`src/rtl/cic_pkg.sv`:
```
// rtl/cic_pkg.sv - shared defaults and state encoding for the CIC rate controller
// Purpose: default sample width, strobe period and FIFO depth, plus the
//          controller state enum, shared by cic_rate_ctrl and its bench.
package cic_pkg;

    localparam int CIC_W     = 18;
    localparam int CIC_R     = 2000;
    localparam int CIC_DEPTH = 4;

    typedef enum logic [1:0] {
        ST_IDLE  = 2'd0,
        ST_PRIME = 2'd1,
        ST_RUN   = 2'd2
    } cic_state_t;

endpackage

```
`src/rtl/sync_fifo.sv`:
```
// rtl/sync_fifo.sv - single-clock sample FIFO with registered level/full/empty
// Purpose: buffers upstream samples for the CIC rate controller.
// Ports:
//   clk, rst          clock, asynchronous active-high reset
//   push, wr_data     write request and data (ignored while full)
//   pop, rd_data      read request (ignored while empty); rd_data shows the head
//   level             registered occupancy
//   full, empty       registered flags derived from the next occupancy
module sync_fifo #(
    parameter int W     = 18,
    parameter int DEPTH = 4
) (
    input  logic                       clk,
    input  logic                       rst,
    input  logic                       push,
    input  logic [W-1:0]               wr_data,
    input  logic                       pop,
    output logic [W-1:0]               rd_data,
    output logic [$clog2(DEPTH+1)-1:0] level,
    output logic                       full,
    output logic                       empty
);

    localparam int LW = $clog2(DEPTH + 1);
    localparam int AW = (DEPTH > 1) ? $clog2(DEPTH) : 1;

    logic [W-1:0]  mem [DEPTH];
    logic [AW-1:0] wr_ptr_q;
    logic [AW-1:0] rd_ptr_q;
    logic [LW-1:0] level_q;
    logic [LW-1:0] level_d;
    logic          full_q;
    logic          empty_q;
    logic          push_ok;
    logic          pop_ok;

    function automatic logic [AW-1:0] ptr_next(input logic [AW-1:0] p);
        return (p == AW'(DEPTH - 1)) ? '0 : p + AW'(1);
    endfunction

    // Flags are registered, so a pop cannot open the full gate in its own cycle.
    assign push_ok = push && !full_q;
    assign pop_ok  = pop && !empty_q;
    assign level_d = level_q + LW'(push_ok) - LW'(pop_ok);

    always_ff @(posedge clk or posedge rst) begin
        if (rst) begin
            wr_ptr_q <= '0;
            rd_ptr_q <= '0;
            level_q  <= '0;
            full_q   <= 1'b0;
            empty_q  <= 1'b1;
        end else begin
            if (push_ok) wr_ptr_q <= ptr_next(wr_ptr_q);
            if (pop_ok)  rd_ptr_q <= ptr_next(rd_ptr_q);
            level_q <= level_d;
            full_q  <= (level_d == LW'(DEPTH));
            empty_q <= (level_d == '0);
        end
    end

    always_ff @(posedge clk) begin
        if (push_ok) mem[wr_ptr_q] <= wr_data;
    end

    assign rd_data = mem[rd_ptr_q];
    assign level   = level_q;
    assign full    = full_q;
    assign empty   = empty_q;

endmodule

```
`src/rtl/cic_rate_ctrl.sv`:
```
// rtl/cic_rate_ctrl.sv - paces buffered samples into a CIC at one per R clocks
// Purpose: accepts samples from upstream into a small FIFO and, once primed,
//          emits one sample strobe to the CIC every R clocks.
// Ports:
//   clk, ic_rst           clock, asynchronous active-high reset
//   ic_en                 stream enable; dropping it returns to IDLE
//   ic_clr                clears the sticky underflow flag
//   id_data, ic_val       upstream sample and valid
//   oc_rdy                FIFO can accept a sample
//   od_data, oc_val_data  sample and one-cycle strobe towards the CIC
//   oc_underflow          sticky: a strobe found the FIFO empty
//   od_level              FIFO occupancy
module cic_rate_ctrl
    import cic_pkg::*;
#(
    parameter int W         = CIC_W,
    parameter int R         = CIC_R,
    parameter int DEPTH     = CIC_DEPTH,
    parameter int PRIME_LVL = 2
) (
    input  logic                       clk,
    input  logic                       ic_rst,
    input  logic                       ic_en,
    input  logic                       ic_clr,
    input  logic [W-1:0]               id_data,
    input  logic                       ic_val,
    output logic                       oc_rdy,
    output logic [W-1:0]               od_data,
    output logic                       oc_val_data,
    output logic                       oc_underflow,
    output logic [$clog2(DEPTH+1)-1:0] od_level
);

    localparam int CW = $clog2(R);
    localparam int LW = $clog2(DEPTH + 1);

    cic_state_t    state_q;
    logic [CW-1:0] cnt_q;
    logic [W-1:0]  data_q;
    logic          val_q;
    logic          unf_q;

    logic          strobe;
    logic          fifo_full;
    logic          fifo_empty;
    logic [W-1:0]  fifo_rd_data;
    logic [LW-1:0] fifo_level;

    // A strobe is only issued while staying in RUN; disabling on the last
    // phase drops it.
    assign strobe = (state_q == ST_RUN) && ic_en && (cnt_q == CW'(R - 1));

    sync_fifo #(
        .W     (W),
        .DEPTH (DEPTH)
    ) u_fifo (
        .clk     (clk),
        .rst     (ic_rst),
        .push    (ic_val),
        .wr_data (id_data),
        .pop     (strobe),
        .rd_data (fifo_rd_data),
        .level   (fifo_level),
        .full    (fifo_full),
        .empty   (fifo_empty)
    );

    always_ff @(posedge clk or posedge ic_rst) begin
        if (ic_rst) begin
            state_q <= ST_IDLE;
            cnt_q   <= '0;
            data_q  <= '0;
            val_q   <= 1'b0;
            unf_q   <= 1'b0;
        end else begin
            val_q <= strobe;
            if (ic_clr) unf_q <= 1'b0;
            case (state_q)
                ST_IDLE: begin
                    cnt_q  <= '0;
                    data_q <= '0;
                    if (ic_en) state_q <= ST_PRIME;
                end
                ST_PRIME: begin
                    cnt_q  <= '0;
                    data_q <= '0;
                    if (!ic_en)                           state_q <= ST_IDLE;
                    else if (fifo_level >= LW'(PRIME_LVL)) state_q <= ST_RUN;
                end
                ST_RUN: begin
                    if (!ic_en) begin
                        state_q <= ST_IDLE;
                        cnt_q   <= '0;
                        data_q  <= '0;
                    end else if (strobe) begin
                        cnt_q <= '0;
                        // Empty FIFO still strobes (zero sample) to keep the CIC rate;
                        // the set here overrides a same-cycle clear.
                        if (fifo_empty) begin
                            data_q <= '0;
                            unf_q  <= 1'b1;
                        end else begin
                            data_q <= fifo_rd_data;
                        end
                    end else begin
                        cnt_q <= cnt_q + CW'(1);
                    end
                end
                default: begin
                    state_q <= ST_IDLE;
                    cnt_q   <= '0;
                    data_q  <= '0;
                end
            endcase
        end
    end

    assign oc_rdy       = !fifo_full;
    assign od_data      = data_q;
    assign oc_val_data  = val_q;
    assign oc_underflow = unf_q;
    assign od_level     = fifo_level;

endmodule

```
`config.mk`:
```
export PLATFORM = sky130hd
export DESIGN_NAME = cic_rate_ctrl
export DESIGN_NICKNAME = d
export VERILOG_FILES = /design/src/rtl/cic_pkg.sv /design/src/rtl/sync_fifo.sv /design/src/rtl/cic_rate_ctrl.sv
export SDC_FILE = /design/constraint.sdc
export NUM_CORES = 1
export LEC_CHECK = 0
export CELL_PAD_IN_SITES_DETAIL_PLACEMENT = 0
export CELL_PAD_IN_SITES_GLOBAL_PLACEMENT = 1
export CORE_UTILIZATION = 50
export CTS_BUF_LIST = sky130_fd_sc_hd__clkbuf_4
export CTS_CLUSTER_DIAMETER = 80
export CTS_CLUSTER_SIZE = 40
export DETAILED_ROUTE_END_ITERATION = 8
export PLACE_DENSITY = 0.79
export SYNTH_ARGS = -nofsm -noshare
export SYNTH_HDL_FRONTEND = slang
export SYNTH_SLANG_ARGS = --single-unit
```
`constraint.sdc`:
```
create_clock -name clk -period 6.62 [get_ports clk]
set_input_delay 0.993 -clock clk [delete_from_list [all_inputs] [get_ports clk]]
set_output_delay 0.993 -clock clk [all_outputs]
set_load 0.02 [all_outputs]
```
# --- Word level (Yosys, flattened, before mapping) ---
# Memory sizes are Yosys's and may differ from the RTL's.
# Index checks and enable logic that the tools add are counted.
# Widths: inputs -> output; s select.
word_totals:
  mem_bits_ro: 0
  wordCells: 57
  ram_bits: 72
  regBits: 42
  n_memories: 1
  latchBits: 0
  in_bits: 23
  output_inout_bits: 24
op_classes:
  div: 0
  bitwise: 0
  add_sub_neg: 5
  magnitude_cmp: 1
  n_mul: 0
  reduce_logical: 9
  shifts: 0
  n_mux: 21
  eq_ne: 10
memory_table:
  columns: ["memory", "depth", "width", "read_ports", "rd_clocked_by_memory_dff", "wr", "line_no", "text"]
  rows:
  - ["u_fifo.mem", 4, 18, 1, 0, 1, "sync_fifo.sv:27", "logic [W-1:0] mem [DEPTH];"]
ops:
  columns: ["cell", "count"]
  rows:
  - ["$mux 18", 4]
  - ["$mux 11", 3]
  - ["$mux 2", 6]
  - ["$add 11x1->11 const B", 1]
  - ["$eq 11x11->1 const B", 1]
  - ["$mux 1", 7]
  - ["$eq 2x2->1 const B", 3]
  - ["$ne 3x3->1 const B", 2]
  - ["$pmux 2 s3", 1]
  - ["$add 2x1->2 const B", 2]
  - ["$logic_and 1x1->1", 4]
  - ["$ne 2x2->1 const B", 2]
  - ["$add 3x1->3", 1]
  - ["$eq 3x3->1 const B", 1]
  - ["$ge 3x2->1 const B", 1]
  - ["$logic_not 3->1", 1]
  - ["$reduce_and 3->1", 1]
  - ["$sub 3x1->3", 1]
  - ["$eq 2x1->1 const B", 1]
  - ["$logic_not 1->1", 2]
  - ["$logic_not 2->1", 1]

# --- Depth between registers and ports, before layout ---
depth:
  ltp_word: 6
  ltp_mapped: 11
  mapped_depth_nobuf: 10

# --- Hierarchy ---
# From an unflattened synthesis, not the netlist that was laid out.
hier_totals:
  hier_cells: 284
  hier_area_um2: 4658.2
by_module_without_submodules:
  columns: ["module", "instances", "cells_each", "seq_area_each_um2", "area_each_um2"]
  rows:
  - ["sync_fifo", 1, 133, 2388.5, 3090.5]
  - ["cic_rate_ctrl", 1, 151, 825.8, 1567.8]

# --- Worst setup path before layout ---
# OpenSTA, ideal clock, no wires.
synth_timing:
  path_kind: "input to register"
  from: "input port ic_en"
  to: "register u_fifo.full_q (netlist: u_fifo.full)"
  path_buffers: 1
  stages: 9
  setup_slack_ns: 3.783
  t_arrival_ns: 2.749
  path_cell_list: "nand3b_1 -> clkbuf_1 -> nor3_1 -> ha_1 -> inv_1 -> ha_1 -> fa_1 -> xnor2_1 -> nor3b_1"
synth_between:
  elab_chain_cells: 5
synth_rtl:
  columns: ["item", "line_no", "text"]
  rows:
  - ["from (decl)", "cic_rate_ctrl.sv:23", "input logic ic_en,"]
  - ["$logic_and 1x1->1 (2 in a row)", "cic_rate_ctrl.sv:51", "assign strobe = (state_q == ST_RUN) && ic_en && (cnt_q == CW'(R - 1));"]
  - ["$logic_and 1x1->1", "sync_fifo.sv:43", "assign pop_ok = pop && !empty_q;"]
  - ["named net u_fifo.pop_ok", "sync_fifo.sv:35", "logic pop_ok;"]
  - ["$sub 3x1->3", "sync_fifo.sv:44", "assign level_d = level_q + LW'(push_ok) - LW'(pop_ok);"]
  - ["named net u_fifo.level_d[2]", "sync_fifo.sv:31", "logic [LW-1:0] level_d;"]
  - ["$eq 3x3->1", "sync_fifo.sv:57", "full_q <= (level_d == LW'(DEPTH));"]
  - ["to (signal assigned)", "sync_fifo.sv:57", null]
  - ["to (decl)", "sync_fifo.sv:32", "logic full_q;"]
# The timed path passes the listed nets, and every way through them passes these cells.
# A chain may end at the register's enable or synchronous reset.

# --- Worst setup path after layout ---
# Ends and elaborated chain as after synthesis.

==> impl_summary.txt <==
----------------------------------------------------
[Die]
  Core Rows ... 35
  Top-level I/O count ... 47
  Initial Utilization ... 51.6%
  Height of the chip ... 99.4 µm
  Horiz. Die Dim ... 99.4 µm
  Area enclosed by the die boundary ... 9890 µm²
  Core Area ... 9200 µm²

[Clocking]
  H-Tree Level Count ... 4
  Number of gates resized after cts ... 0
  Clock root buffer master ... sky130_fd_sc_hd__clkbuf_4
  Clock-pin slew on the worst setup and hold paths ... 110 ps
  Bufs on Longest Clock Path ... 2
  Clock tree from TritonCTS ... built
  Setup fix buffers added after clock tree synthesis ... 0
  Clk_lat worst skew ... 510 ps
  CTS Hold Buffers Added ... 0
  Sink count of the clock tree ... 114
  CTS Buf Count ... 17

[Flow run]
  MaxCap Viol Count ... 0

[Timing]
  Slew at the pin with the worst max-slew slack ... 1090 ps
  Hold violation count in the final report ... 0
  Highest clock rate ... 287 MHz
  Sum of negative setup slack ... 0 ps
  Remaining max-slew budget at the tightest pin ... 27.1%
  Final-report setup violation count ... 0
  Max-slew violation count ... 0
  RSZ-0062 raised after global routing ... no
  Shortest period the worst path allows ... 3490 ps
  Max Clock Skew ... 18.2 ps
  Fraction of the cycle the final worst path needs ... 52.7%

[Placement]
  Detailed Place HPWL ... 5270 µm
  Weighted congestion reported at the end of routability-driven placement ... 0.754
  Post-placement cell count ... 461
  Count of input and output buffers ... 46

[GRT]
  GR peak layer ... met2
  GR Layer Usage met2 ... 33.9%
  Aggregate global-route resource usage ... 19.9%
  M3 GR Usage ... 5.06%
  Largest net degree at the start of global routing ... 43
  Overall overflow remaining after global route ... 0
  Number of antenna violations at the first check in global routing ... 0
  Vias in the first global route ... 2980
  Global-route wire length before repair ... 14700 µm
  Fraction of met1 tracks used by global routing ... 24.3%

[Synthesis]
  Post-synthesis instance area ... 4750 µm²
  EDFF count, synth ... 72
  Main flop type after synthesis ... sky130_fd_sc_hd__edfxtp_1
  Async set-or-reset flop fraction in the synthesized netlist ... 36.8%
  Count of warnings emitted by yosys ... 0
  Top cells by area in the synthesized netlist ... sky130_fd_sc_hd__edfxtp_1, sky130_fd_sc_hd__dfrtp_1, sky130_fd_sc_hd__mux2i_1, sky130_fd_sc_hd__o22a_1, sky130_fd_sc_hd__a211oi_1
  Avg Inst Size Synth ... 14.8 µm²
  Number of library cell types mapped by synthesis ... 42
  Sequential cell area fraction in the yosys report ... 67.7%
  Dominant cell type by area after synthesis ... sky130_fd_sc_hd__edfxtp_1
  Area share of the leading cell type in the synthesized netlist ... 45.5%
  Total of flip-flops plus latches after synthesis ... 114
  Synthesized net count ... 353
  Cell count after synthesis ... 320

[Power]
  PnR Total Power ... 0.00173 W
  Cell internal pwr ... 0.00125 W
  Part of the power in the clock network ... 31.9%
  Leakage power ... 1.93 nW
  IR drop worst, VDD ... 0.181 mV
  Proportion of power drawn by flip-flops and latches ... 52.4%
  Switching Power ... 0.000477 W
  Switching portion of total power ... 27.6%
  Combinational group share of total power ... 15.6%
  Pwr/cell area ... 310 nW/µm²

[Critical path]
  CP startpoint kind ... input pin
  Worst EP arrival ... 3910 ps
  Depth of the most critical reg-to-reg path ... 10
  Critical R2R Capture ... u_fifo.full
  Class of the most critical setup path ... in2reg
  Max FO, Critical Path ... 24
  Startpoint of the most critical register-to-register path ... cnt_q[0]
  Worst-path cell with the longest stage delay ... sky130_fd_sc_hd__nand3b_1
  Total buffers and inverters traversed by the critical path ... 2
  Worst R2R Setup Slack ... 3410 ps
  Critical path's largest stage delay ... 730 ps
  Most used cell along the critical path ... sky130_fd_sc_hd__ha_1
  Number of logic stages on the critical path including buffering ... 9
  Endpoint class of the critical path ... flip-flop
  Required time at the worst-slack endpoint ... 7040 ps
  Worst-path cell chain ... clkdlybuf4s50_1, nand3b_1, nor3_1, ha_1, inv_1, ha_1, fa_1, xnor2_1, nor3b_1
  Largest delay contributor family on the critical path ... simple AND/OR/NAND/NOR gates

[Drt]
  Detail-routed via count per cell ... 5.81
  Final antenna-violating net count ... 0
  Average detailed-routed wire length per instance ... 18.1 µm
  Number of violations reported at the end of detailed-routing iteration 0 ... 116
  Final WL ... 8920 µm
  Routed vias ... 2863
  Pre-Repair DR Iteration Count ... 5
  Residual DRC count ... 0

[Hold path]
  Hold Path Origin ... cnt_q[0]
  Min-Delay Path Class ... reg2reg
  Hold Path Stages ... 1
  End point of the worst hold path ... cnt_q[0]

[Final layout]
  Register area ... 3220 µm²
  Number of nets in the layout ... 402
  Filler cell count ... 731
  Share of layout cells above drive strength 1 ... 11.3%
  Post-synthesis to final-layout area growth ... 17.7%
  Diode count ... 0
  Final Non-Filler Cells ... 493
  Final core utilization ... 60.8%
  Area of combinational cells with multiple inputs ... 1400 µm²

[Outcome]
  Outcome ... finished clean

----------------------------------------------------
sequential cells by signal, summed over array words and instances, names as in the netlist:
register / count
cnt_q: 11
oc_underflow: 1
oc_val_data: 1
od_data: 18
state_q: 2
u_fifo.empty: 1
u_fifo.full: 1
u_fifo.level: 3
u_fifo.mem: 72
u_fifo.rd_ptr_q: 2
u_fifo.wr_ptr_q: 2
stage by stage:
step	hold WS, ps	setup slack, ps	area (µm²)
after floorplan	473	3780	4750
after global placement	494	2720	5270
after detailed placement	505	2590	5270
after CTS	518	3120	5590
after global routing	546	2910	5590
final	514	3130	5590
metal layers:
layer	wire, µm	up-vias
li1	-	1345
met1	3890	1434
met2	4580	76
met3	358	8
met4	94	0
met5	0	-
worst register-to-register path: cells and delay by family, from the launching register on:
kind / cells / cell delay (ps)
buffers and inverters: 1 / 40
and+or+nand+nor: 4 / 1480
DFF: 1 / 420
adders and majority gates: 4 / 980
xor gates and xnor gates: 1 / 230
synthesized netlist by cell type (2+ instances only):
| master | count |
|---|---|
| sky130_fd_sc_hd__inv_1 | 11 |
| sky130_fd_sc_hd__nor2b_1 | 3 |
| sky130_fd_sc_hd__buf_4 | 3 |
| sky130_fd_sc_hd__xnor2_1 | 3 |
| sky130_fd_sc_hd__edfxtp_1 | 72 |
| sky130_fd_sc_hd__and2_1 | 4 |
| sky130_fd_sc_hd__nand2_1 | 8 |
| sky130_fd_sc_hd__o221ai_1 | 3 |
| sky130_fd_sc_hd__a21oi_1 | 3 |
| sky130_fd_sc_hd__buf_2 | 8 |
| sky130_fd_sc_hd__clkbuf_1 | 6 |
| sky130_fd_sc_hd__nor2_1 | 8 |
| sky130_fd_sc_hd__o21ai_0 | 5 |
| sky130_fd_sc_hd__nor3_1 | 2 |
| sky130_fd_sc_hd__mux2i_1 | 37 |
| sky130_fd_sc_hd__mux2_2 | 2 |
| sky130_fd_sc_hd__or3_1 | 3 |
| sky130_fd_sc_hd__ha_1 | 9 |
| sky130_fd_sc_hd__a211oi_1 | 18 |
| sky130_fd_sc_hd__a31oi_1 | 21 |
| sky130_fd_sc_hd__dfrtp_1 | 41 |
| sky130_fd_sc_hd__nand3_1 | 6 |
| sky130_fd_sc_hd__nor3b_1 | 3 |
| sky130_fd_sc_hd__o22a_1 | 18 |
| sky130_fd_sc_hd__and3_1 | 2 |
| sky130_fd_sc_hd__nand4_1 | 3 |
| sky130_fd_sc_hd__or4_1 | 3 |
power groups by stage:
stage | clock network [W] | logic [W] | registers (W)
2_1_floorplan | 0 | 0.000172 | 0.000925
3_5_place_dp | 0 | 0.000274 | 0.000924
4_1_cts | 0.000564 | 0.000276 | 0.000909
3_3_place_gp | 0 | 0.000269 | 0.000920
5_1_grt | 0.000594 | 0.000305 | 0.000918
6_report | 0.000552 | 0.000271 | 0.000908
layout make-up:
| type | instances | share of cell area (%) |
|---|---|---|
| inverter | 11 | 0.739 |
| timing repair buffer | 48 | 8.51 |
| tap | 111 | 2.49 |
| clock buffer | 18 | 2.42 |
| clock inverter | 14 | 3.25 |
| sequential | 114 | 57.5 |
| multi-input combinational | 177 | 25.1 |
cell families after synthesis:
group	Yosys count	share of synthesized area, %
flops	114	67.7
compound gates	70	10.7
simple gates	54	6.85
mux	39	8.28
buf+inv	29	2.90
fa+ha+maj	10	2.79
xor+xnor	4	0.738
how the worst max path moves through the flow:
| stage | start | to | slack, ps |
|---|---|---|---|
| after CTS | ic_en | u_fifo.full | 3120 |
| after global routing | ic_en | u_fifo.full | 2910 |
| after detailed placement | ic_en | u_fifo.full | 2590 |
| after floorplan | ic_en | u_fifo.full | 3780 |
| final | ic_en | u_fifo.full | 3130 |
| after global placement | ic_en | u_fifo.full | 2720 |
cell usage in the layout, fill, tap and decap left out, drive strengths merged, types with 9 or more instances in the layout:
cell	instances
a211oi	18
a31oi	21
clkbuf	18
clkdlybuf4s50	46
dfrtp	41
edfxtp	72
ha	9
inv	14
mux2i	37
o22a	18
(Power assumes the default switching activity.)
